===== src/rtl/regfile_pkg.sv =====
// regfile_pkg
//   Shared definitions for the word-level register-file master:
//   register index constants, register count, left/right side split,
//   command opcodes and the sequencing FSM states.
package regfile_pkg;

  localparam int NUM_REGS  = 14;
  // Indices 0..LEFT_LAST live on the left (pc) bus, the rest on the right bus.
  localparam int LEFT_LAST = 1;

  localparam logic [3:0] REG_PC  = 4'd0;
  localparam logic [3:0] REG_IR  = 4'd1;
  localparam logic [3:0] REG_WZ  = 4'd2;
  localparam logic [3:0] REG_SP  = 4'd3;
  localparam logic [3:0] REG_IY  = 4'd4;
  localparam logic [3:0] REG_IX  = 4'd5;
  localparam logic [3:0] REG_HL1 = 4'd6;
  localparam logic [3:0] REG_HL0 = 4'd7;
  localparam logic [3:0] REG_DE1 = 4'd8;
  localparam logic [3:0] REG_DE0 = 4'd9;
  localparam logic [3:0] REG_BC1 = 4'd10;
  localparam logic [3:0] REG_BC0 = 4'd11;
  localparam logic [3:0] REG_AF1 = 4'd12;
  localparam logic [3:0] REG_AF0 = 4'd13;

  typedef enum logic [1:0] {
    OP_RD = 2'd0,
    OP_WR = 2'd1,
    OP_CP = 2'd2,
    OP_EX = 2'd3
  } op_e;

  typedef enum logic [2:0] {
    ST_IDLE,
    ST_RD_A,
    ST_CAP_A,
    ST_RD_B,
    ST_CAP_B,
    ST_WR_A,
    ST_WR_B,
    ST_RESP
  } state_e;

endpackage


===== src/rtl/regfile_sel_decode.sv =====
// regfile_sel_decode
//   Combinational register-index decoder.
//   idx_i     : 4-bit register index
//   onehot_o  : one-hot slice select (bit i = index i), all zero if illegal
//   is_left_o : index belongs to the left (pc) bus
//   illegal_o : index is outside 0..NUM_REGS-1
module regfile_sel_decode
  import regfile_pkg::*;
(
  input  logic [3:0]          idx_i,
  output logic [NUM_REGS-1:0] onehot_o,
  output logic                is_left_o,
  output logic                illegal_o
);

  genvar gi;
  generate
    for (gi = 0; gi < NUM_REGS; gi++) begin : g_onehot
      assign onehot_o[gi] = (idx_i == 4'(gi));
    end
  endgenerate

  assign is_left_o = (idx_i <= 4'(LEFT_LAST));
  assign illegal_o = (idx_i >= 4'(NUM_REGS));

endmodule


===== src/rtl/regfile_access_ctrl.sv =====
// regfile_access_ctrl
//   Word-level master for the bit-sliced register file. Accepts RD/WR/CP/EX
//   commands, sequences slice select, write strobes and data buses, samples
//   the registered slice outputs and returns a response.
//   eclk/erst          : clock, asynchronous active-high reset
//   cmd_*              : command channel (valid/ready), op, indices A/B, data
//   rsp_*              : response channel (valid/ready), data, illegal-index flag
//   sel                : one-hot slice select
//   pc_wr/pc_din       : left bus write strobe and data (indices 0..1)
//   reg_wr/reg_din     : right bus write strobe and data (indices 2..13)
//   pc_dout/reg_dout   : registered slice outputs (pc_dout is inverted)
module regfile_access_ctrl
  import regfile_pkg::*;
#(
  parameter int WIDTH = 16
) (
  input  logic                eclk,
  input  logic                erst,
  input  logic                cmd_valid,
  output logic                cmd_ready,
  input  logic [1:0]          cmd_op,
  input  logic [3:0]          cmd_a,
  input  logic [3:0]          cmd_b,
  input  logic [WIDTH-1:0]    cmd_data,
  output logic                rsp_valid,
  input  logic                rsp_ready,
  output logic [WIDTH-1:0]    rsp_data,
  output logic                rsp_err,
  output logic [NUM_REGS-1:0] sel,
  output logic                pc_wr,
  output logic                reg_wr,
  output logic [WIDTH-1:0]    pc_din,
  output logic [WIDTH-1:0]    reg_din,
  input  logic [WIDTH-1:0]    pc_dout,
  input  logic [WIDTH-1:0]    reg_dout
);

  state_e            state_q, state_d;
  logic              ready_q;
  op_e               op_q;
  logic [3:0]        a_q, b_q;
  logic [WIDTH-1:0]  data_q;
  logic              err_q;
  logic [WIDTH-1:0]  hold_a_q, hold_b_q;

  logic              accept;
  logic [3:0]        idx_a, idx_b;
  logic [NUM_REGS-1:0] onehot_a, onehot_b;
  logic              left_a, left_b, ill_a, ill_b;
  logic              cmd_uses_b, cmd_err;
  logic [WIDTH-1:0]  rd_val_a, rd_val_b;

  // In IDLE the decoders look at the live command so legality can be judged
  // on the accept edge; afterwards they follow the latched indices.
  assign idx_a = (state_q == ST_IDLE) ? cmd_a : a_q;
  assign idx_b = (state_q == ST_IDLE) ? cmd_b : b_q;

  regfile_sel_decode u_dec_a (
    .idx_i     (idx_a),
    .onehot_o  (onehot_a),
    .is_left_o (left_a),
    .illegal_o (ill_a)
  );

  regfile_sel_decode u_dec_b (
    .idx_i     (idx_b),
    .onehot_o  (onehot_b),
    .is_left_o (left_b),
    .illegal_o (ill_b)
  );

  assign accept     = cmd_valid & ready_q;
  assign cmd_uses_b = (cmd_op == OP_CP) | (cmd_op == OP_EX);
  assign cmd_err    = ill_a | (cmd_uses_b & ill_b);

  // Left-side slices present their value inverted.
  assign rd_val_a = left_a ? ~pc_dout : reg_dout;
  assign rd_val_b = left_b ? ~pc_dout : reg_dout;

  assign cmd_ready = ready_q;

  always_comb begin
    state_d = state_q;
    sel     = '0;
    pc_wr   = 1'b0;
    reg_wr  = 1'b0;
    pc_din  = '0;
    reg_din = '0;
    case (state_q)
      ST_IDLE: begin
        if (accept) begin
          // Illegal commands take one bus-silent cycle in CAP_A (sel=0, no
          // strobes) so the error response shares the WR response latency.
          if (cmd_err)               state_d = ST_CAP_A;
          else if (cmd_op == OP_WR)  state_d = ST_WR_A;
          else                       state_d = ST_RD_A;
        end
      end
      ST_RD_A: begin
        sel     = onehot_a;
        state_d = ST_CAP_A;
      end
      ST_CAP_A: begin
        if (err_q || op_q == OP_RD) state_d = ST_RESP;
        else if (op_q == OP_CP)     state_d = ST_WR_B;
        else                        state_d = ST_RD_B;
      end
      ST_RD_B: begin
        sel     = onehot_b;
        state_d = ST_CAP_B;
      end
      ST_CAP_B: begin
        state_d = ST_WR_A;
      end
      ST_WR_A: begin
        sel = onehot_a;
        if (left_a) begin
          pc_wr  = 1'b1;
          pc_din = (op_q == OP_WR) ? data_q : hold_b_q;
        end else begin
          reg_wr  = 1'b1;
          reg_din = (op_q == OP_WR) ? data_q : hold_b_q;
        end
        state_d = (op_q == OP_WR) ? ST_RESP : ST_WR_B;
      end
      ST_WR_B: begin
        sel = onehot_b;
        if (left_b) begin
          pc_wr  = 1'b1;
          pc_din = hold_a_q;
        end else begin
          reg_wr  = 1'b1;
          reg_din = hold_a_q;
        end
        state_d = ST_RESP;
      end
      ST_RESP: begin
        if (rsp_ready) state_d = ST_IDLE;
      end
      default: state_d = ST_IDLE;
    endcase
  end

  assign rsp_valid = (state_q == ST_RESP);
  assign rsp_err   = rsp_valid & err_q;
  assign rsp_data  = (rsp_valid && !err_q) ? ((op_q == OP_WR) ? data_q : hold_a_q)
                                           : '0;

  always_ff @(posedge eclk or posedge erst) begin
    if (erst) begin
      state_q  <= ST_IDLE;
      ready_q  <= 1'b0;
      op_q     <= OP_RD;
      a_q      <= '0;
      b_q      <= '0;
      data_q   <= '0;
      err_q    <= 1'b0;
      hold_a_q <= '0;
      hold_b_q <= '0;
    end else begin
      state_q <= state_d;
      // Ready is high exactly when the FSM sits in IDLE, low through reset.
      ready_q <= (state_d == ST_IDLE);
      if (accept) begin
        op_q   <= op_e'(cmd_op);
        a_q    <= cmd_a;
        b_q    <= cmd_b;
        data_q <= cmd_data;
        err_q  <= cmd_err;
      end
      if (state_q == ST_CAP_A && !err_q) hold_a_q <= rd_val_a;
      if (state_q == ST_CAP_B)           hold_b_q <= rd_val_b;
    end
  end

endmodule


===== config.mk =====
export PLATFORM = sky130hd
export DESIGN_NAME = regfile_access_ctrl
export DESIGN_NICKNAME = d
export VERILOG_FILES = /design/src/rtl/regfile_pkg.sv /design/src/rtl/regfile_sel_decode.sv /design/src/rtl/regfile_access_ctrl.sv
export SDC_FILE = /design/constraint.sdc
export NUM_CORES = 1
export LEC_CHECK = 0
export ABC_AREA = 1
export CAP_MARGIN = 25
export CORE_UTILIZATION = 40
export CTS_BUF_LIST = sky130_fd_sc_hd__clkbuf_16
export DETAILED_ROUTE_END_ITERATION = 8
export GPL_TIMING_DRIVEN = 0
export PLACE_DENSITY = 0.73
export REMOVE_ABC_BUFFERS = 1
export SYNTH_ARGS = -nofsm -noshare
export SYNTH_HDL_FRONTEND = slang
export SYNTH_SLANG_ARGS = --single-unit

===== constraint.sdc =====
create_clock -name eclk -period 2.6 [get_ports eclk]
set_clock_uncertainty 0.05 [all_clocks]
set_input_delay 0.26 -clock eclk [delete_from_list [all_inputs] [get_ports eclk]]
set_output_delay 0.26 -clock eclk [all_outputs]
set_load 0.01 [all_outputs]

# After elaboration in Yosys (flattened, before gate mapping)
# Index checks and enable logic that the tools add are counted.
dict set report word_totals {
  register_bits 63
  inputBits 62
  elab_cells 96
}
dict set report classes {
  n_lt_le_gt_ge 4
  eq_ne 38
  mux 28
  bitwise 6
  n_reduce_logical 11
}
# operator count
set ops {}
lappend ops {{2-to-1 mux 16 bit} 9}
lappend ops {{case mux 16 bit (2 select lines)} 2}
lappend ops {{equality test 4 bit (second input constant)} 12}
lappend ops {{equality test 4 x 3 -> 1 bit (second input constant)} 8}
lappend ops {{case mux 14 bit (2 select lines)} 1}
lappend ops {{case mux 3 bit (8 select lines)} 1}
lappend ops {{2-to-1 mux 3 bit} 6}
lappend ops {{equality test 4 x 2 -> 1 bit (second input constant)} 4}
lappend ops {{inverter 16 bit} 1}
lappend ops {{equality test 3 bit (second input constant)} 4}
lappend ops {{equality test 4 x 1 -> 1 bit (second input constant)} 2}
lappend ops {{>= comparator 4 bit (second input constant)} 2}
lappend ops {{less-or-equal comparator 4 x 1 -> 1 bit (second input constant)} 2}
lappend ops {{zero test 4 bit} 2}
lappend ops {{2-to-1 mux 4 bit} 2}
lappend ops {{equality test 2 bit (second input constant)} 3}
lappend ops {{equality test 3 x 2 -> 1 bit (second input constant)} 2}
lappend ops {{zero test 3 bit} 2}
lappend ops {{2-to-1 mux 1 bit} 5}
lappend ops {{equality test 2 x 1 -> 1 bit (second input constant)} 2}
lappend ops {{case mux 1 bit (2 select lines)} 2}
lappend ops {{OR reduction 2 bit} 2}
lappend ops {{AND 1 bit} 3}
lappend ops {{equality test 3 x 1 -> 1 bit (second input constant)} 1}
lappend ops {{other kinds (5)} 7}

# Logic depth before layout (Yosys ltp)
dict set report depth {
  ltp_word 9
  mapped_depth 12
}

# Hierarchy
# Synthesis repeated with hierarchy kept, for this count alone.
dict set report unflattened {
  hier_cells 592
  area_unflattened_um2 4030.1
}
# mod n_inst cells_each area_each_um2 seq_area_each_um2
set modules_own_cells {}
lappend modules_own_cells {regfile_access_ctrl 1 536 3794.9 1576.5}
lappend modules_own_cells {regfile_sel_decode 2 28 117.6 0.0}

# Least setup slack after synthesis
# No wires, ideal clock.
dict set report synth_path {
  path_type {reg2out}
  from {register state_q[1]}
  to {output reg_din[0]}
  t_arrival_ns 1.591
  required_ns 2.290
  setup_slack_ns 0.699
  stages_incl_launch_ff 10
  path_cell_list {dfrtp_1 nor2_4 nand2_2 buf_6 nand2_4 nand2_2 nand3_4 nand2_2 buf_4 o22ai_1}
}
dict set report synth_via {
  elab_chain_cells 5
}
# item line
set synth_rtl {}
lappend synth_rtl {{from (decl)} regfile_access_ctrl.sv:38} ;# state_e state_q, state_d;
lappend synth_rtl {{from (signal assigned)} regfile_access_ctrl.sv:161} ;# state_q <= state_d;
lappend synth_rtl {{zero test 3 bit} {regfile_access_ctrl.sv:55, regfile_access_ctrl.sv:56}}
lappend synth_rtl {{2-to-1 mux 4 bit, on equally long branches} {regfile_access_ctrl.sv:56, regfile_access_ctrl.sv:55}}
lappend synth_rtl {{less-or-equal comparator 4 x 1 -> 1 bit} regfile_sel_decode.sv:23} ;# assign is_left_o = (idx_i <= 4'(LEFT_LAST));
lappend synth_rtl {{2-to-1 mux 16 bit, on equally long branches} {regfile_access_ctrl.sv:128, regfile_access_ctrl.sv:117}}
lappend synth_rtl {{case mux 16 bit (2 select lines) *} regfile_access_ctrl.sv:89} ;# case (state_q)
lappend synth_rtl {{to (decl)} regfile_access_ctrl.sv:33} ;# output logic [WIDTH-1:0] reg_din,
# Mark *: on every way between the ends. The rest lies on a longest branch, timed or not.

# Final worst setup path
dict set report layout_path {
  from {register state_q[1]}
  to {output pc_din[15]}
}
dict set report layout_via {
  elab_chain_cells 5
}
# item line
set layout_rtl {}
lappend layout_rtl {{zero test 3 bit} {regfile_access_ctrl.sv:55, regfile_access_ctrl.sv:56}}
lappend layout_rtl {{2-to-1 mux 4 bit, on equally long branches} {regfile_access_ctrl.sv:56, regfile_access_ctrl.sv:55}}
lappend layout_rtl {{less-or-equal comparator 4 x 1 -> 1 bit} regfile_sel_decode.sv:23}
lappend layout_rtl {{2-to-1 mux 16 bit, on equally long branches} {regfile_access_ctrl.sv:128, regfile_access_ctrl.sv:117}}
lappend layout_rtl {{case mux 16 bit (2 select lines) *} regfile_access_ctrl.sv:89}
lappend layout_rtl {{to (decl)} regfile_access_ctrl.sv:32} ;# output logic [WIDTH-1:0] pc_din,
# Marks and branches as above.

==> flow_summary.toml <==
[timing]
slew_violations = 0
fmax_mhz = 370.2
setup_slack_ns = -0.1014
min_period_ns = 2.701
relSlewSlack_pct = 44.67
worst-slew-pin-transition_ns = 0.8290
tns_ns = -0.3862
grt_setup_unrepaired = "true"
period_share_pct = 103.9
setup_violations = 9
hold_viol = 0

[detailed_routing]
drc_errors = 0
wl_met3_mm = 1.203
vias = 4435
dr.first_iter.drc_count = 359
drtPass1Iterations = 7
ant_nets = 0
routed.top_layer = "met4"
wl_met1_mm = 5.750
wl_per_cell_um = 17.47
wl_mm = 14.18
vias_per_cell = 5.462
dr_wl_met2_mm = 6.852

[yosys]
synth_compound_area_share_pct = 25.32
synth_top_family_by_area = "simple AND/OR/NAND/NOR gates"
ys.flop_type = "dfrtp_1"
ys_types = 32
postSynth.asyncResetShare_pct = 100.0
syn_area_um2 = 3944
yosysSeqAreaShare_pct = 39.97
synth-seq-cells = 63
synthXorXnorAreaFrac_pct = 0
yosysWarnings = 0
synth_cells = 528
yosys.area_share.simple_pct = 25.63
synth-edff-count = 0
syn_area_per_cell_um2 = 7.469
synth-adder-area-share_pct = 0
synth_mux_area_share_pct = 0

[finish]
n_antenna_cell = 0
final-seq-area_um2 = 1580
final_nets = 740
multi_input_area_um2 = 2303
area_growth_pct = 54.63
fillers = 771
fin_util_pct = 64.77
drive_gt1_share_pct = 22.25

[floorplanning]
die_x_um = 101.3
start_util_pct = 41.89
rows = 35
pin_count = 129
core_um2 = 9415
die_area_um2 = 10260
die_y_um = 101.3

[critical_path]
crit_path_end_kind = "output port"
worst-setup-path-type = "flop to output port"
r2r_start = "cmd_ready"
crit_fanout = 6
crit_path_start_kind = "flop"
setup.worst_path.start = "state_q[1]"
required_ns = 2.29
critPathArrivalTime_ns = 2.39

[power_and_ir_drop]
sw_frac_of_total_pct = 47.80
p_int_uw = 4123
p_leak_uw = 0.003056
p_seq_share_pct = 21.8
ir_drop_v = 0.0006175
comb_power_share_pct = 63.9
power.net_switching_uw = 3776
p_clk_share_pct = 14.3
power_density_nw_per_um2 = 1295

[run_status]
violations = "setup timing"
outcome = "complete, but fails checks"

[global_route]
track_usage_pct = 27.43
grt_max_degree = 43
grt_pass1_wl_mm = 21.33
grt_pass1_vias = 4357
antenna_found_initial = 0
grt_overflow = 0

[place]
pre_cts_ws_ns = -0.5534
gp_congestion = 0.9224
port_buffers = 128
dpl.hpwl_mm = 8.374

[cts]
ctsHtreeMaxLevel = 3
ctsHoldBuffers = 0
cts_made_buffers = 9
clk_pin_slew_worst_paths_ns = 0.05
cts.sink_count = 63
cts_tree = "built"
clockRootBuffer = "clkbuf_16"
cts_buffer_depth = 2
worstSkewPairLatency_ns = 0.32

[job]
max-cap-violations = 0

[hold_path]
min_path_type = "input pin to asynchronous set/reset pin"
==> sequential cells by signal, summed over array words and instances, names as in the netlist <==
signal,cells
state_q,3
hold_a_q,16
data_q,16
op_q,2
hold_b_q,16
err_q,1
cmd_ready,1
a_q,4
b_q,4
==> power groups by stage <==
stage                     sequential (uW)  combinational, uW  clock, uW
after global placement               1690               3910          0
after detailed placement             1700               4070          0
after global routing                 1770               5430       1190
final                                1720               5050       1130
after CTS                            1700               4550       1140
after floorplan                      1640               2600          0
==> layer usage <==
metal  GRT usage [%]  vias up
li1                -     2065
met1           34.77     2075
met2           45.53      259
met3           5.659       36
met4           11.59        0
met5               0        -
==> area by class of cell <==
type                            count  share of cell area [%]
Clock buffer                        9                   3.693
Multi-Input combinational cell    391                   37.77
Timing Repair Buffer              165                   25.91
Sequential cell                    63                   25.91
Clock inverter                      7                  0.9027
Tap cell                          129                   2.647
Inverter                           48                   3.160
==> repair_timing <==
item                       4_1_cts  5_1_grt
setup endpoints to repair       64       64
pin swaps                        6        7
gates resized for setup         79      109
setup buffers                   14       18
cloned                           3        0
==> worst max-delay path, stage by stage (launching register included) <==
cell and delay, ns:
dfrtp_2 0.46, nor2_4 0.24, buf_6 0.14, nand2_4 0.08, nand2_4 0.08, nand2_4 0.06
nor2_4 0.18, nand2_8 0.10, inv_6 0.09, nand2_8 0.08, buf_8 0.17, buf_4 0.13
o22ai_2 0.10, buf_2 0.15
==> stage by stage <==
stage	total power (uW)	hold slack [ns]	cell area (um^2)	cells
final	7899	0.2342	6098	812
after global routing	8393	0.2709	6098	812
after CTS	7394	0.2488	5819	794
after detailed placement	5774	0.4171	5301	761
after global placement	5600	0.4143	5209	756
after floorplan	4244	0.3196	3766	499
==> cell usage in the layout, fill, tap and decap left out, types with 2 or more instances in the layout <==
cell type	count
nand2_2	3
inv_1	42
a211oi_1	9
nor2_1	50
clkdlybuf4s50_1	80
nor2_2	4
o21ai_0	21
buf_4	23
a21oi_1	16
nand2_1	140
clkinv_2	2
buf_2	20
nand3_2	3
nand2_4	12
dlymetal6s2s_1	18
o21ai_1	24
dfrtp_1	60
clkbuf_16	9
clkbuf_2	8
o21a_1	17
o21bai_1	16
buf_12	4
nor3_1	4
nand2_8	4
nor2_4	2
dfrtp_2	3
buf_6	7
inv_2	4
a211oi_2	7
o21ai_2	4
buf_8	3
o22ai_4	2
clkinv_1	3
o22ai_1	13
o22ai_2	18
nand3_1	13
==> Yosys cell counts, types with 15 or more instances <==
master / n / share of area, %
nand2_1: 144 / 14
o21a_1: 17 / 3.2
a211oi_1: 16 / 3.0
dfrtp_1: 63 / 40
a21oi_1: 16 / 2.0
inv_1: 43 / 4.1
o21ai_1: 26 / 3.3
o21bai_1: 16 / 3.0
o21ai_0: 22 / 2.8
nor2_1: 54 / 5.1
o22ai_1: 24 / 3.8
nand3_1: 15 / 1.9
clkbuf_1: 15 / 1.4
==> kinds of logic (layout without fill, tap and decap cells) <==
| logic type | Yosys count | in the layout |
|---|---|---|
| buffers and inverters | 77 | 229 |
| AOI/OAI and AO/OA | 151 | 151 |
| and+or+nand+nor | 237 | 240 |
| DFF | 63 | 63 |
==> worst paths after layout <==
kind / end / cells past startpoint / slack (ns)
min reg2reg: data_q[8] / 2 / 0.43
max in group asynchronous: state_q[0] / 3 / 1.64
max: pc_din[15] / 13 / -0.10
min in group eclk: data_q[8] / 2 / 0.43
min: hold_b_q[12] / 2 / 0.23
max reg2reg: cmd_ready / 10 / 0.28
Note: power is estimated with default switching activity, not from simulation.
